## src/rtl/josh_pkg.sv

```systemverilog
// Shared game-state encodings for the J.O.S.H. Jump core; used by the physics top and the renderers.
// Pure type definitions: no latency, no flow control.
package josh_pkg;

  typedef enum logic [1:0] {
    MENU = 2'd0,
    ARM  = 2'd1,
    PLAY = 2'd2,
    OVER = 2'd3
  } state_t;

endpackage

```

## src/rtl/tick_gen.sv

```systemverilog
// Free-running modulo-TICK_DIV counter producing a one-cycle frame pulse.
// tick is registered and high while the count sits at TICK_DIV-1; it never stalls.
module tick_gen #(
  parameter int TICK_DIV = 833333
) (
  input  logic clk,
  input  logic reset,
  output logic tick
);

  localparam int CW = $clog2(TICK_DIV);
  localparam logic [CW-1:0] LAST = CW'(TICK_DIV - 1);
  localparam logic [CW-1:0] PRE  = CW'(TICK_DIV - 2);

  logic [CW-1:0] cnt;

  // tick is decoded one count early so it lines up with cnt == LAST as a register
  always_ff @(posedge clk or posedge reset) begin
    if (reset) begin
      cnt  <= '0;
      tick <= 1'b0;
    end else begin
      cnt  <= (cnt == LAST) ? '0 : cnt + 1'b1;
      tick <= (cnt == PRE);
    end
  end

endmodule

```

## src/rtl/josh_physics.sv

```systemverilog
// J.O.S.H. Jump game core: menu/arm/play/over FSM, gravity-flip player physics, collision death, saturating score.
// One physics step per frame tick in PLAY, visible the cycle after the tick; inputs are sampled every cycle, no backpressure.
module josh_physics
  import josh_pkg::*;
#(
  parameter int Y_BITS     = 8,
  parameter int Y_MIN      = 6,
  parameter int Y_MAX      = 100,
  parameter int DUDE_H     = 4,
  parameter int STEP       = 1,
  parameter int TICK_DIV   = 833333,
  parameter int SCORE_BITS = 16
) (
  input  logic                  clk,
  input  logic                  reset,
  input  logic                  go,
  input  logic                  grav,
  input  logic                  solid_down,
  input  logic                  solid_up,
  input  logic                  solid_front,
  output logic [1:0]            state,
  output logic                  tick,
  output logic [Y_BITS-1:0]     dude_y,
  output logic                  grav_eff,
  output logic                  grounded,
  output logic                  endgame,
  output logic [SCORE_BITS-1:0] score
);

  localparam int Y_TOP = Y_MAX - DUDE_H;
  localparam int YW    = Y_BITS + 1;

  localparam logic [YW-1:0]     MIN_E  = YW'(Y_MIN);
  localparam logic [YW-1:0]     TOP_E  = YW'(Y_TOP);
  localparam logic [YW-1:0]     STEP_E = YW'(STEP);
  localparam logic [Y_BITS-1:0] Y_FLOOR = Y_BITS'(Y_MIN);

  state_t st;

  logic          g_new;
  logic          blocked;
  logic          at_lim;
  logic [YW-1:0] y_e;
  logic [YW-1:0] tgt;

  assign state = st;

  tick_gen #(
    .TICK_DIV (TICK_DIV)
  ) u_tick_gen (
    .clk   (clk),
    .reset (reset),
    .tick  (tick)
  );

  // Candidate move, one bit wider than dude_y so neither direction can wrap before clamping.
  always_comb begin
    g_new   = grounded ? grav : grav_eff;
    y_e     = {1'b0, dude_y};
    tgt     = y_e;
    blocked = 1'b0;
    at_lim  = 1'b0;
    if (g_new) begin
      tgt     = (y_e + STEP_E >= TOP_E) ? TOP_E : y_e + STEP_E;
      blocked = solid_up;
      at_lim  = (tgt == TOP_E);
    end else begin
      tgt     = (y_e <= MIN_E + STEP_E) ? MIN_E : y_e - STEP_E;
      blocked = solid_down;
      at_lim  = (tgt == MIN_E);
    end
  end

  always_ff @(posedge clk or posedge reset) begin
    if (reset) begin
      st       <= MENU;
      dude_y   <= Y_FLOOR;
      grav_eff <= 1'b0;
      grounded <= 1'b1;
      score    <= '0;
      endgame  <= 1'b0;
    end else begin
      endgame <= 1'b0;
      case (st)
        MENU: begin
          if (go) begin
            st       <= ARM;
            dude_y   <= Y_FLOOR;
            grav_eff <= 1'b0;
            grounded <= 1'b1;
            score    <= '0;
          end
        end
        ARM: begin
          if (!go) st <= PLAY;
        end
        PLAY: begin
          if (tick) begin
            // a front collision ends the frame before any movement or scoring
            if (solid_front) begin
              st      <= OVER;
              endgame <= 1'b1;
            end else begin
              grav_eff <= g_new;
              if (!blocked) dude_y <= tgt[Y_BITS-1:0];
              grounded <= blocked | at_lim;
              if (score != '1) score <= score + 1'b1;
            end
          end
        end
        OVER: begin
          if (go) st <= MENU;
        end
        default: st <= MENU;
      endcase
    end
  end

endmodule
```

## config.mk

```make
export PLATFORM = sky130hd
export DESIGN_NAME = josh_physics
export DESIGN_NICKNAME = d
export VERILOG_FILES = /design/src/rtl/josh_pkg.sv /design/src/rtl/tick_gen.sv /design/src/rtl/josh_physics.sv
export SDC_FILE = /design/constraint.sdc
export NUM_CORES = 1
export LEC_CHECK = 0
export BUFFER_PORTS_ARGS = -buffer_cell sky130_fd_sc_hd__buf_4
export CAP_MARGIN = 20
export CORE_ASPECT_RATIO = 1.75
export CORE_UTILIZATION = 37
export DETAILED_ROUTE_END_ITERATION = 12
export SYNTH_ARGS = -nofsm -noshare
export SYNTH_HDL_FRONTEND = slang
export SYNTH_SLANG_ARGS = --single-unit
```

## constraint.sdc

```tcl
create_clock -name clk -period 2.8 [get_ports clk]
set_input_delay 0.56 -clock clk [delete_from_list [all_inputs] [get_ports clk]]
set_output_delay 0.56 -clock clk [all_outputs]
set_load 0.05 [all_outputs]
```

# [After elaboration in Yosys (flattened, before gate mapping)]
# Index checks and enable logic that the tools add are counted.
[word_totals] reg_bits=50
[classes] eq_ne=16 magnitude_cmp=2 muxes=34 reduce_logical=6 addsub=4 n_bitwise=1
[ops] op="$mux 16" count=4
[ops] op="$eq 20x20->1 const B" count=2
[ops] op="$mux 8" count=5
[ops] op="$pmux 16 s2" count=1
[ops] op="$add 20x1->20 const B" count=1
[ops] op="$mux 20" count=1
[ops] op="$mux 9" count=2
[ops] op="$add 16x1->16 const B" count=1
[ops] op="$ne 16x16->1 const B" count=1
[ops] op="$pmux 8 s2" count=1
[ops] op="$reduce_and 5->1" count=3
[ops] op="$ne 2x2->1 const B" count=7
[ops] op="$mux 1" count=12
[ops] op="$mux 2" count=5
[ops] op="$add 8x1->9 const B" count=1
[ops] op="$eq 9x3->1 const B" count=1
[ops] op="$eq 9x7->1 const B" count=1
[ops] op="$ge 9x7->1 const B" count=1
[ops] op="$sub 8x1->9 const B" count=1
[ops] op="$le 8x3->1 const B" count=1
[ops] op="$pmux 2 s4" count=1
[ops] op="$eq 2x2->1 const B" count=2
[ops] op="$pmux 1 s2" count=2
[ops] op="$reduce_and 4->1" count=1
[ops] op="other kinds (5)" count=5

# [Depth between registers and ports, before layout]
# Gate-level depths: netlist of run 1.
[depth] ltp_word=9 depth_mapped=9

# [Cells and area by module]
# Synthesis of run 1 repeated with hierarchy kept, for this count alone.
[hier_totals] hier_cells=335 hier_area_um2=3184.3
[by_module_without_submodules] mod="josh_physics" area_per_inst_um2=2064.5 n_inst=1 cells_each=231 seq_area_each_um2=729.4
[by_module_without_submodules] mod="tick_gen" area_per_inst_um2=1119.8 n_inst=1 cells_each=104 seq_area_each_um2=525.5

# [Least setup slack after synthesis of run 1]
# OpenSTA, ideal clock, no wires.
[synth_path] path_type="reg2reg" startpoint="register st[0], in the netlist state[0]" endpoint="register score[11]" synth_period_minus_slack_ns=2.293 slack_ns=0.507 arrival_ns=2.214 setup_time_ns=0.078 path_stages_with_launch=8 path_cell_list="dfrtp_1 > inv_1 > ha_1 > nor2b_1 > a21o_1 > a21o_1 > or4b_1 > a21oi_1"
[synth_via] elab_chain_cells=3 elab_cells_between_ends=9
[synth_rtl] element="start: declaration" line="josh_physics.sv:38" rtl="state_t st;"
[synth_rtl] element="start signal: assignment" line="josh_physics.sv:76" rtl="st <= MENU;"
[synth_rtl] element="start signal: assignment" line="josh_physics.sv:87" rtl="st <= ARM;"
[synth_rtl] element="start signal: assignment" line="josh_physics.sv:95" rtl="if (!go) st <= PLAY;"
[synth_rtl] element="$eq 2x2->1 or $logic_not 2->1 (tied branches)" line="josh_physics.sv:84" rtl="case (st)"
[synth_rtl] element="$ne 2x2->1 (no line) (tied with other cells)"
[synth_rtl] element="$reduce_and 5->1 (no line)"
[synth_rtl] element="end signal: assignment" line="josh_physics.sv:107" rtl="if (score != '1) score <= score + 1'b1;"
[synth_rtl] element="end: declaration" line="josh_physics.sv:27" rtl="output logic [SCORE_BITS-1:0] score"
# Several ways; a longest one is shown, not always the timed one.
# A chain may end at the register's enable or synchronous reset.

# [Worst setup path in the final report of run 1]
[layout_path] startpoint="register st[0], in the netlist state[0]" endpoint="register score[7]"
# Same word-level chain as after synthesis.

==> run summary, run 1 <==
drc violations: 0
placed cell count: 445
CP endpoint kind: register
cell accounting for the most synthesized area: dfrtp_1
TritonCTS clock tree: yes
initial core utilization: 37.9%
share of cells above drive strength 1: 17.1%
CP Cell Sequence: inv_1 > ha_1 > buf_4 > nand3_1 > nor2_1 > a2111oi_0 > xnor2_1 > nor2_1
total CTS buffers: 5
multiplexer share of the synthesized area: 1.50%
clock-pin slew on the worst setup and hold paths: 60 ps
post-CTS sizing: 0
Hold-fix buffers, CTS: 0
Detail Placement HPWL: 5510 um
Max-slew headroom: 44.8%
Avg Inst Size Synth: 9.28 um2
Synth Area in Compound Gates: 15.5%
ant diodes: 0
io pins: 37
Comb pwr share: 25.9%
Synth Register Bits: 50
synthesis-to-layout area growth: 17.8%
GPL Wtd Cong: 0.901
xor/xnor cell area share of the yosys netlist: 7.89%
Syn Nets: 340
Critical Path RT: 2950 ps
main combinational cell family by area after synthesis: simple AND/OR/NAND/NOR gates
synth cell count leaders: dfrtp_1 (47), nor2_1 (36), nand2_1 (34)
status: finished clean
Cell Area, Placed: 3360 um2
initial antenna violation count: 0
min Tclk post-route: 2400 ps
CTS Sinks: 50
WS Path Type: register to register
leak pwr: 1.58 nW
Slew Viols, Final: 0
final worst path period share: 85.6%
RSZ-0062 raised after global routing: false
Die Width: 70.0 um
worst hold-check path type: input port to async pin
Synth area leaders: dfrtp_1 (39%), nor2_1 (4.5%), nand2_1 (4.3%)
CP most frequent cell: nor2_1
post-synth top area share: 39.2%
most numerous cell in the Yosys netlist: dfrtp_1
Chip Height: 121 um
Most used DFF post-synth: dfrtp_1
Port Buffers: 36
largest net degree at the start of global routing: 29
routed wire length: 7400 um
Max Cap Viol: 0
Nets: 379
worst slack, placed: 469 ps
Synth Instances: 323
Seq pwr share: 39.6%
wire per inst: 16.4 um
Switch Pwr: 665 uW
sequential-to-total area share from yosys stat: 41.9%
TNS Setup: 0 ps
synthesized area: 3000 um2
total track usage: 19.0%
Post-synth EDFFs: 0
ANT nets after route: 0
crit path DAT: 2550 ps
vias in the first global route: 2618
DR pass1 iterations: 6
post-synth cell types: 62
Startpoint Class: register
CP max stage cell: a2111oi_0
Power Density: 569 nW/um2
Max VDD drop: 0.000532 V
FMAX: 417 MHz
Vias/cell: 5.69
Root Buffer: clkbuf_16
Min Hold Slack: 340 ps
YS warnings: 0
Critical Path Fanout Max: 8
1st-iter DRT viols: 157
delay of the slowest cell on the worst path: 760 ps
Core ar.: 7910 um2
Final Util: 44.6%
Congestion Overflow GR: 0
via count: 2571
full die area: 8480 um2
fin worst setup slack: 403 ps
Finished Layout Cells: 452
ys async rst share: 100%
Pwr Total: 2.01 mW
Final Hold Vio Count: 0
final setup fails: 0
number of setup buffers added after CTS: 0
first-pass GRT wire length: 12800 um
worst slew pin tran: 806 ps
simple-gate share of the synthesized area: 25.3%
Switching Fraction: 33.1%
Clock Tree Buf Depth: 2
H-tree Lvls: 2
Finished Cell Area: 3530 um2
adder-cell share of the synthesized area: 4.18%
Layout fillers: 758
clock latency on the worst-skew pair: 290 ps
skew final: 4.36 ps
row cnt: 43
clock power share: 34.4%
Cell Int Power: 1.34 mW
## final cells by class
type | instances | area (um2) | share of cell area, %
Clock buffer | 6 | 139 | 3.93
Clock inverter | 1 | 30.0 | 0.850
Inverter | 13 | 48.8 | 1.38
Multi-Input combinational cell | 250 | 1630 | 46.2
Sequential cell | 50 | 1250 | 35.5
Tap cell | 90 | 113 | 3.19
Timing Repair Buffer | 42 | 315 | 8.93
## power groups by stage
stage	clock network, mW	registers [mW]	logic, mW
2_1_floorplan	0	0.902	0.273
3_3_place_gp	0	0.808	0.503
3_5_place_dp	0	0.810	0.520
4_1_cts	0.708	0.796	0.524
5_1_grt	0.740	0.804	0.576
6_report	0.692	0.797	0.521
## layout by cell type, fill, tap and decap left out, types with 3 or more instances in the layout
cell / count
dfrtp_1: 47
buf_4: 42
nor2_1: 36
nand2_1: 34
o21ai_0: 20
xnor2_1: 14
xor2_1: 13
inv_1: 12
ha_1: 10
nand3_1: 9
nand4_1: 9
a21oi_1: 8
and3_1: 6
nor4_1: 6
and4_1: 6
o31ai_1: 5
nor3_1: 5
clkbuf_16: 5
nor2b_1: 4
and2_1: 4
nand2b_1: 4
a31oi_1: 4
mux2i_1: 3
o211ai_1: 3
a2111oi_0: 3
dfstp_2: 3
## cells by family after synthesis
logic type,Yosys count
and+or+nand+nor,142
AOI/OAI and AO/OA,67
DFF,50
xor gates and xnor gates,27
buffers and inverters,23
adders and majority gates,10
muxes,4
## worst paths after layout
kind / startpoint / end / slack [ps] / cells after the start
min in group clk: u_tick_gen.cnt[0] / u_tick_gen.cnt[0] / 500 / 1
worst max-delay path: state[0] / score[7] / 400 / 8
worst min register to register: u_tick_gen.cnt[0] / u_tick_gen.cnt[0] / 500 / 1
worst max register to register: state[0] / score[7] / 400 / 8
worst min-delay path: reset / dude_y[6] / 340 / 2
max in group asynchronous: reset / dude_y[2] / 1780 / 3
## worst max-delay path, delay by kind of cell, from the launching register on
| kind | cells | cell delay [ps] |
|---|---|---|
| AOI/OAI and AO/OA | 1 | 760 |
| adders and majority gates | 1 | 270 |
| and+or+nand+nor | 3 | 350 |
| buffers and inverters | 2 | 270 |
| xor gates and xnor gates | 1 | 190 |
| DFF | 1 | 410 |
## metal layers
layer | wire length, um | vias to the layer above | track usage [%] | part of all wire (%)
li1 | - | 1249 | - | -
met3 | 216 | 20 | 2.99 | 2.9
met1 | 2960 | 1244 | 21.3 | 40
met2 | 3930 | 58 | 34.0 | 53
met5 | 0 | - | 0 | 0
met4 | 295 | 0 | 9.88 | 4.0
## registers in the layout (all words and copies together), names as in the netlist
name and flops:
grounded 1, grav_eff 1, state 2, u_tick_gen.cnt 20, endgame 1, score 16
u_tick_gen.tick 1, dude_y 8
Note: power is estimated with default switching activity, not from simulation.
==> run 2: changes to the inputs <==
Settings changed: CTS_CLUSTER_SIZE set to 14, SYNTH_HIERARCHICAL set to 1.
==> run 2 against run 1 <==
  * Register-to-register slack improved by 80 ps
  * Via count increased by 5.7%
  * Global-route usage decreased by 0.76 points
  * Die area increased by 6.1%
  * Total power increased by 27%
  * Sequential power grew 11%
  * Synthesized cell count is 3.7% higher
  * Critical path type unchanged
  * Largest cell class unchanged
==> run summary, run 2 <==
biggest regs: u_tick_gen/cnt: 20 flops, score: 16 flops, dude_y: 8 flops
Pwr Total: 2.56 mW (+27%)
TritonCTS clock tree: yes
TNS Setup: 0 ps (unchanged)
Nets: 391 (+3.2%)
routed wire length: 7640 um (+3.2%)
synth cell count leaders: dfrtp_1 (47), nor2_1 (38), nand2_1 (30)
Detail Placement HPWL: 5830 um (+5.7%)
Synth area leaders: dfrtp_1 (37%), nor2_1 (4.5%), ha_1 (3.9%)
largest net degree at the start of global routing: 30 (+3.4%)
crit path DAT: 2540 ps (about the same)
via count: 2718 (+5.7%)
cell accounting for the most synthesized area: dfrtp_1
1st-iter DRT viols: 128 (-18%)
R2R Setup Slk: 480 ps (+80 ps)
H-tree Lvls: 2 (unchanged)
status: finished clean
most numerous cell in the Yosys netlist: dfrtp_1
Synth Register Bits: 50 (unchanged)
clock-pin slew on the worst setup and hold paths: 70 ps (about the same)
Slew Viols, Final: 0 (unchanged)
Die Width: 72.1 um (+3.0%)
first-pass GRT wire length: 12900 um (+1.5%)
DR pass1 iterations: 5 (-1)
Port Buffers: 36 (unchanged)
synthesis-to-layout area growth: 17.2%
Reg with most FFs: u_tick_gen/cnt
Max-slew headroom: 45.8% (+0.92 points)
Startpoint Class: register
cells on worst reg2reg path: 8 (unchanged)
row cnt: 44 (+2.3%)
Avg Inst Size Synth: 9.51 um2 (+2.5%)
vias in the first global route: 2739 (+4.6%)
io pins: 37 (unchanged)
total CTS buffers: 5 (unchanged)
ANT nets after route: 0 (unchanged)
CTS Sinks: 50 (unchanged)
Max Cap Viol: 0 (unchanged)
most frequent cells in the layout: dfrtp_1 (47), buf_4 (42), nor2_1 (38)
total track usage: 18.2% (-0.76 points)
post-synth top area share: 36.9% (-2.3 points)
Critical Path RT: 3020 ps (+70 ps)
Chip Height: 125 um (+3.0%)
Core ar.: 8310 um2 (+5.1%)
Power Density: 686 nW/um2 (+21%)
fin worst setup slack: 482 ps (+79.5 ps)
synthesized area: 3180 um2 (+6.3%)
final worst path period share: 82.8% (-2.8 points)
Syn Nets: 352 (+3.5%)
Synth Instances: 335 (+3.7%)
Hold-fix buffers, CTS: 0 (unchanged)
post-CTS sizing: 0 (unchanged)
sequential-to-total area share from yosys stat: 39.4% (-2.5 points)
worst slack, placed: 493 ps (+23.9 ps)
full die area: 9000 um2 (+6.1%)
Vias/cell: 5.55 (-2.5%)
GPL Wtd Cong: 0.917 (+1.9%)
clock latency on the worst-skew pair: 290 ps (about the same)
worst reg2reg path endpoint: score[15]
Clock Tree Buf Depth: 2 (unchanged)
Most used DFF post-synth: dfrtp_1
RSZ-0062 raised after global routing: false
Congestion Overflow GR: 0 (unchanged)
Final Hold Vio Count: 0 (unchanged)
final setup fails: 0 (unchanged)
commonest non-fill, non-tap cell in the layout: dfrtp_1
post-synth cell types: 74 (+19%)
initial antenna violation count: 0 (unchanged)
number of setup buffers added after CTS: 0 (unchanged)
Root Buffer: clkbuf_16
YS warnings: 6 (+6)
max FFs per register: 20 (unchanged)
Min Hold Slack: 349 ps (+9.50 ps)
skew final: 3.21 ps (-1.15 ps)
Max VDD drop: 0.000308 V (-42%)
initial core utilization: 38.3% (+0.42 points)
reg2reg start: state[0]
WS Path Type: register to register
leak pwr: 1.58 nW (+0.17%)
Post-synth EDFFs: 0 (unchanged)
FMAX: 431 MHz (+3.4%)
Critical Path Fanout Max: 10 (+2)
ys async rst share: 100% (unchanged)
worst hold-check path type: input port to async pin
worst slew pin tran: 813 ps (+6.22 ps)
Final Util: 44.9% (+0.27 points)
wire per inst: 15.6 um (-4.8%)
Layout fillers: 828 (+9.2%)
min Tclk post-route: 2320 ps (-79.5 ps)
drc violations: 0 (unchanged)
share of cells above drive strength 1: 21.9% (+4.7 points)
ant diodes: 0 (unchanged)
CP endpoint kind: register
run 2: power by group:
| part | switching, mW | internal (mW) | total [mW] |
|---|---|---|---|
| registers | 0.0917 | 0.792 | 0.883 |
| clock network | 0.256 | 0.355 | 0.611 |
| logic | 0.698 | 0.369 | 1.07 |
run 2: per-layer routing:
layer  vias to the layer above  routed length [um]  part of all wire [%]  track usage (%)
li1                       1304                   -                     -                -
met1                      1346                2920                    38             20.2
met2                        53                4280                    56             33.5
met3                        15                 231                   3.0             2.75
met4                         0                 206                   2.7             7.04
met5                         -                   0                     0                0
run 2: worst max path at each step:
stage	startpoint	endpoint	slack, ps	cells past startpoint
floorplan	state[0]	score[15]	380	8
global placement	state[0]	score[0]	520	8
detailed placement	state[0]	score[0]	490	8
CTS	state[0]	score[0]	480	8
global route	state[0]	score[0]	320	8
finish	state[0]	score[15]	480	8
run 2: stage by stage:
| step | area [um2] | std cells |
|---|---|---|
| after floorplan | 3180 | 335 |
| after global placement | 3590 | 482 |
| after detailed placement | 3590 | 482 |
| after CTS | 3730 | 490 |
| after global routing | 3730 | 490 |
| final | 3730 | 490 |
run 2: logic make-up after synthesis:
family	share of synthesized area (%)
compound gates	15.9
fa+ha+maj	3.93
simple gates	29.2
flops	39.4
mux	2.00
buf+inv	3.58
xor+xnor	6.05
run 2: critical path: stages (launching register included):
cell      delay [ps]
dfrtp_1          410
inv_1             90
ha_1             310
buf_4            210
and3_2           200
nor2b_1          140
a2111o_1         410
or4_1            400
o21ai_1           80
run 2: final cells by class:
type	count	area (um2)	share of cell area, %
multi-input combinational	260	1820	48.6
sequential	50	1250	33.6
timing repair buffer	42	315	8.45
tap	115	144	3.85
inverter	15	56.3	1.51
clock inverter	1	5.00	0.134
clock buffer	7	143	3.82
==> run 3: changes to the inputs <==
Clock period 2.8 ns to 2.3 ns, I/O delays scaled along.
==> run 3 against run 2 <==
  * Via count down 1.1%
  * Hold slack worse by 96 ps
  * Clock power up 24%
  * Critical path depth down 2
  * Register-to-register slack worse by 360 ps
  * Highest routed layer unchanged
  * Sequential power up 22%
  * Worst setup slack worse by 360 ps
  * Final cell count up 3.1%
==> run summary, run 3 (synthesis results as in run 2) <==
total CTS buffers: 5 (unchanged)
most frequent cells in the layout: buf_4 (57), dfrtp_1 (43), nor2_1 (38)
drc violations: 0 (unchanged)
row cnt: 44 (unchanged)
max FFs per register: 20 (unchanged)
total track usage: 18.5% (+0.30 points)
Port Buffers: 36 (unchanged)
Die Width: 72.1 um (unchanged)
DR pass1 iterations: 4 (-1)
status: finished clean
Power Density: 842 nW/um2 (+23%)
GPL Wtd Cong: 0.853 (-7.0%)
initial antenna violation count: 0 (unchanged)
Max Cap Viol: 0 (unchanged)
Max VDD drop: 0.000488 V (+58%)
vias in the first global route: 2763 (+0.88%)
Reg with most FFs: u_tick_gen/cnt
biggest regs: u_tick_gen/cnt: 20 flops, score: 16 flops, dude_y: 8 flops
Clock Tree Buf Depth: 2 (unchanged)
Final Hold Vio Count: 0 (unchanged)
Cell Area, Placed: 3700 um2 (+3.3%)
RSZ-0062 raised after global routing: false
TritonCTS clock tree: yes
initial core utilization: 38.3% (unchanged)
worst slew pin tran: 799 ps (-13.3 ps)
Core ar.: 8310 um2 (unchanged)
io pins: 37 (unchanged)
delay of the slowest cell on the worst path: 650 ps (+240 ps)
commonest non-fill, non-tap cell in the layout: buf_4
CP Cell Sequence: ha_1 > nand3_2 > or4_1 > o21ai_4 > nor2_1 > mux2_2
crit path DAT: 2350 ps (-190 ps)
TNS Setup: 0 ps (unchanged)
CTS Sinks: 50 (unchanged)
min Tclk post-route: 2170 ps (-143 ps)
clock latency on the worst-skew pair: 290 ps (about the same)
share of cells above drive strength 1: 26.4% (+4.5 points)
Layout fillers: 839 (+1.3%)
Critical Path Fanout Max: 10 (unchanged)
Detail Placement HPWL: 5970 um (+2.5%)
wire per inst: 15.5 um (-0.82%)
Max-slew headroom: 46.7% (+0.89 points)
final setup fails: 0 (unchanged)
number of setup buffers added after CTS: 0 (unchanged)
synthesis-to-layout area growth: 21.4%
via count: 2689 (-1.1%)
1st-iter DRT viols: 110 (-14%)
first-pass GRT wire length: 13100 um (+1.2%)
Finished Cell Area: 3870 um2 (+3.6%)
ant diodes: 0 (unchanged)
Congestion Overflow GR: 0 (unchanged)
Hold-fix buffers, CTS: 0 (unchanged)
routed wire length: 7810 um (+2.2%)
Chip Height: 125 um (unchanged)
ANT nets after route: 0 (unchanged)
Nets: 406 (+3.8%)
Vias/cell: 5.32 (-4.0%)
Slew Viols, Final: 0 (unchanged)
CP endpoint kind: register
WS Path Type: register to register
Critical Path RT: 2480 ps (-540 ps)
largest net degree at the start of global routing: 30 (unchanged)
clock-pin slew on the worst setup and hold paths: 70 ps (about the same)
Startpoint Class: register
FMAX: 460 MHz (+6.6%)
Root Buffer: clkbuf_16
H-tree Lvls: 2 (unchanged)
skew final: 4.72 ps (+1.50 ps)
leak pwr: 1.65 nW (+4.4%)
worst hold-check path type: input port to async pin
full die area: 9000 um2 (unchanged)
final worst path period share: 94.6% (+12 points)
CP max stage cell: or4_1
run 3: cell types whose count changed in the layout (fill, tap and decap cells not counted), sizes merged:
cell	delta
buf	+15
run 3: routing by layer:
layer | global-route usage [%] | wire length, um
met4 | 7.04 | 125
met5 | 0 | 0
met1 | 20.3 | 3090
met2 | 34.5 | 4420
met3 | 2.67 | 175
run 3: path summary, 6_finish.rpt:
path	to	slack [ps]	start	depth (start not counted)
setup / recovery	score[0]	130	score[0]	6
hold / removal	score[15]	250	reset	3
setup reg to reg	score[0]	130	score[0]	6
hold reg to reg	u_tick_gen/cnt[17]	520	u_tick_gen/cnt[17]	1
max in group asynchronous	u_tick_gen/cnt[7]	1470	reset	2
min in group clk	endgame	440	solid_front	3
run 3: layout make-up:
| cell class | count | area (um2) | area share (%) |
|---|---|---|---|
| Sequential cell | 50 | 1260 | 32.6 |
| Clock inverter | 1 | 5.00 | 0.129 |
| Clock buffer | 7 | 143 | 3.69 |
| Timing Repair Buffer | 57 | 428 | 11.1 |
| Inverter | 15 | 56.3 | 1.46 |
| Multi-Input combinational cell | 260 | 1830 | 47.3 |
| Tap cell | 115 | 144 | 3.72 |
run 3: power by group:
| part | internal (mW) | total [mW] | leakage (nW) | switching (mW) |
|---|---|---|---|---|
| logic | 0.534 | 1.42 | 0.913 | 0.886 |
| clock network | 0.432 | 0.758 | 0.0739 | 0.326 |
| registers | 0.970 | 1.08 | 0.663 | 0.108 |
| total | 1.94 | 3.26 | 1.65 | 1.32 |
run 3: per-stage QoR:
step	worst slack, ps	hold WS, ps	util (%)	total power, mW	std cells
after floorplan	44.5	437	-	2.02	335
after global placement	127	511	44.6	2.47	497
after detailed placement	61.1	504	44.6	2.49	497
after CTS	42.4	273	46.3	3.27	505
after global routing	8.65	295	46.5	3.45	505
final	125	253	46.5	3.26	505
run 3: timing repair:
item,CTS,global route
resized for setup,0,3
endpoints found under the hold margin,0,0
setup endpoints to repair,0,2
run 3: worst max-delay path, delay by kind of cell (launching register included):
family,cells,cell delay (ps)
AND/OR/NAND/NOR,3,870
flip-flops,1,400
AO/OA/AOI/OAI,1,300
multiplexers,1,260
adder cells (fa/ha/maj),1,230
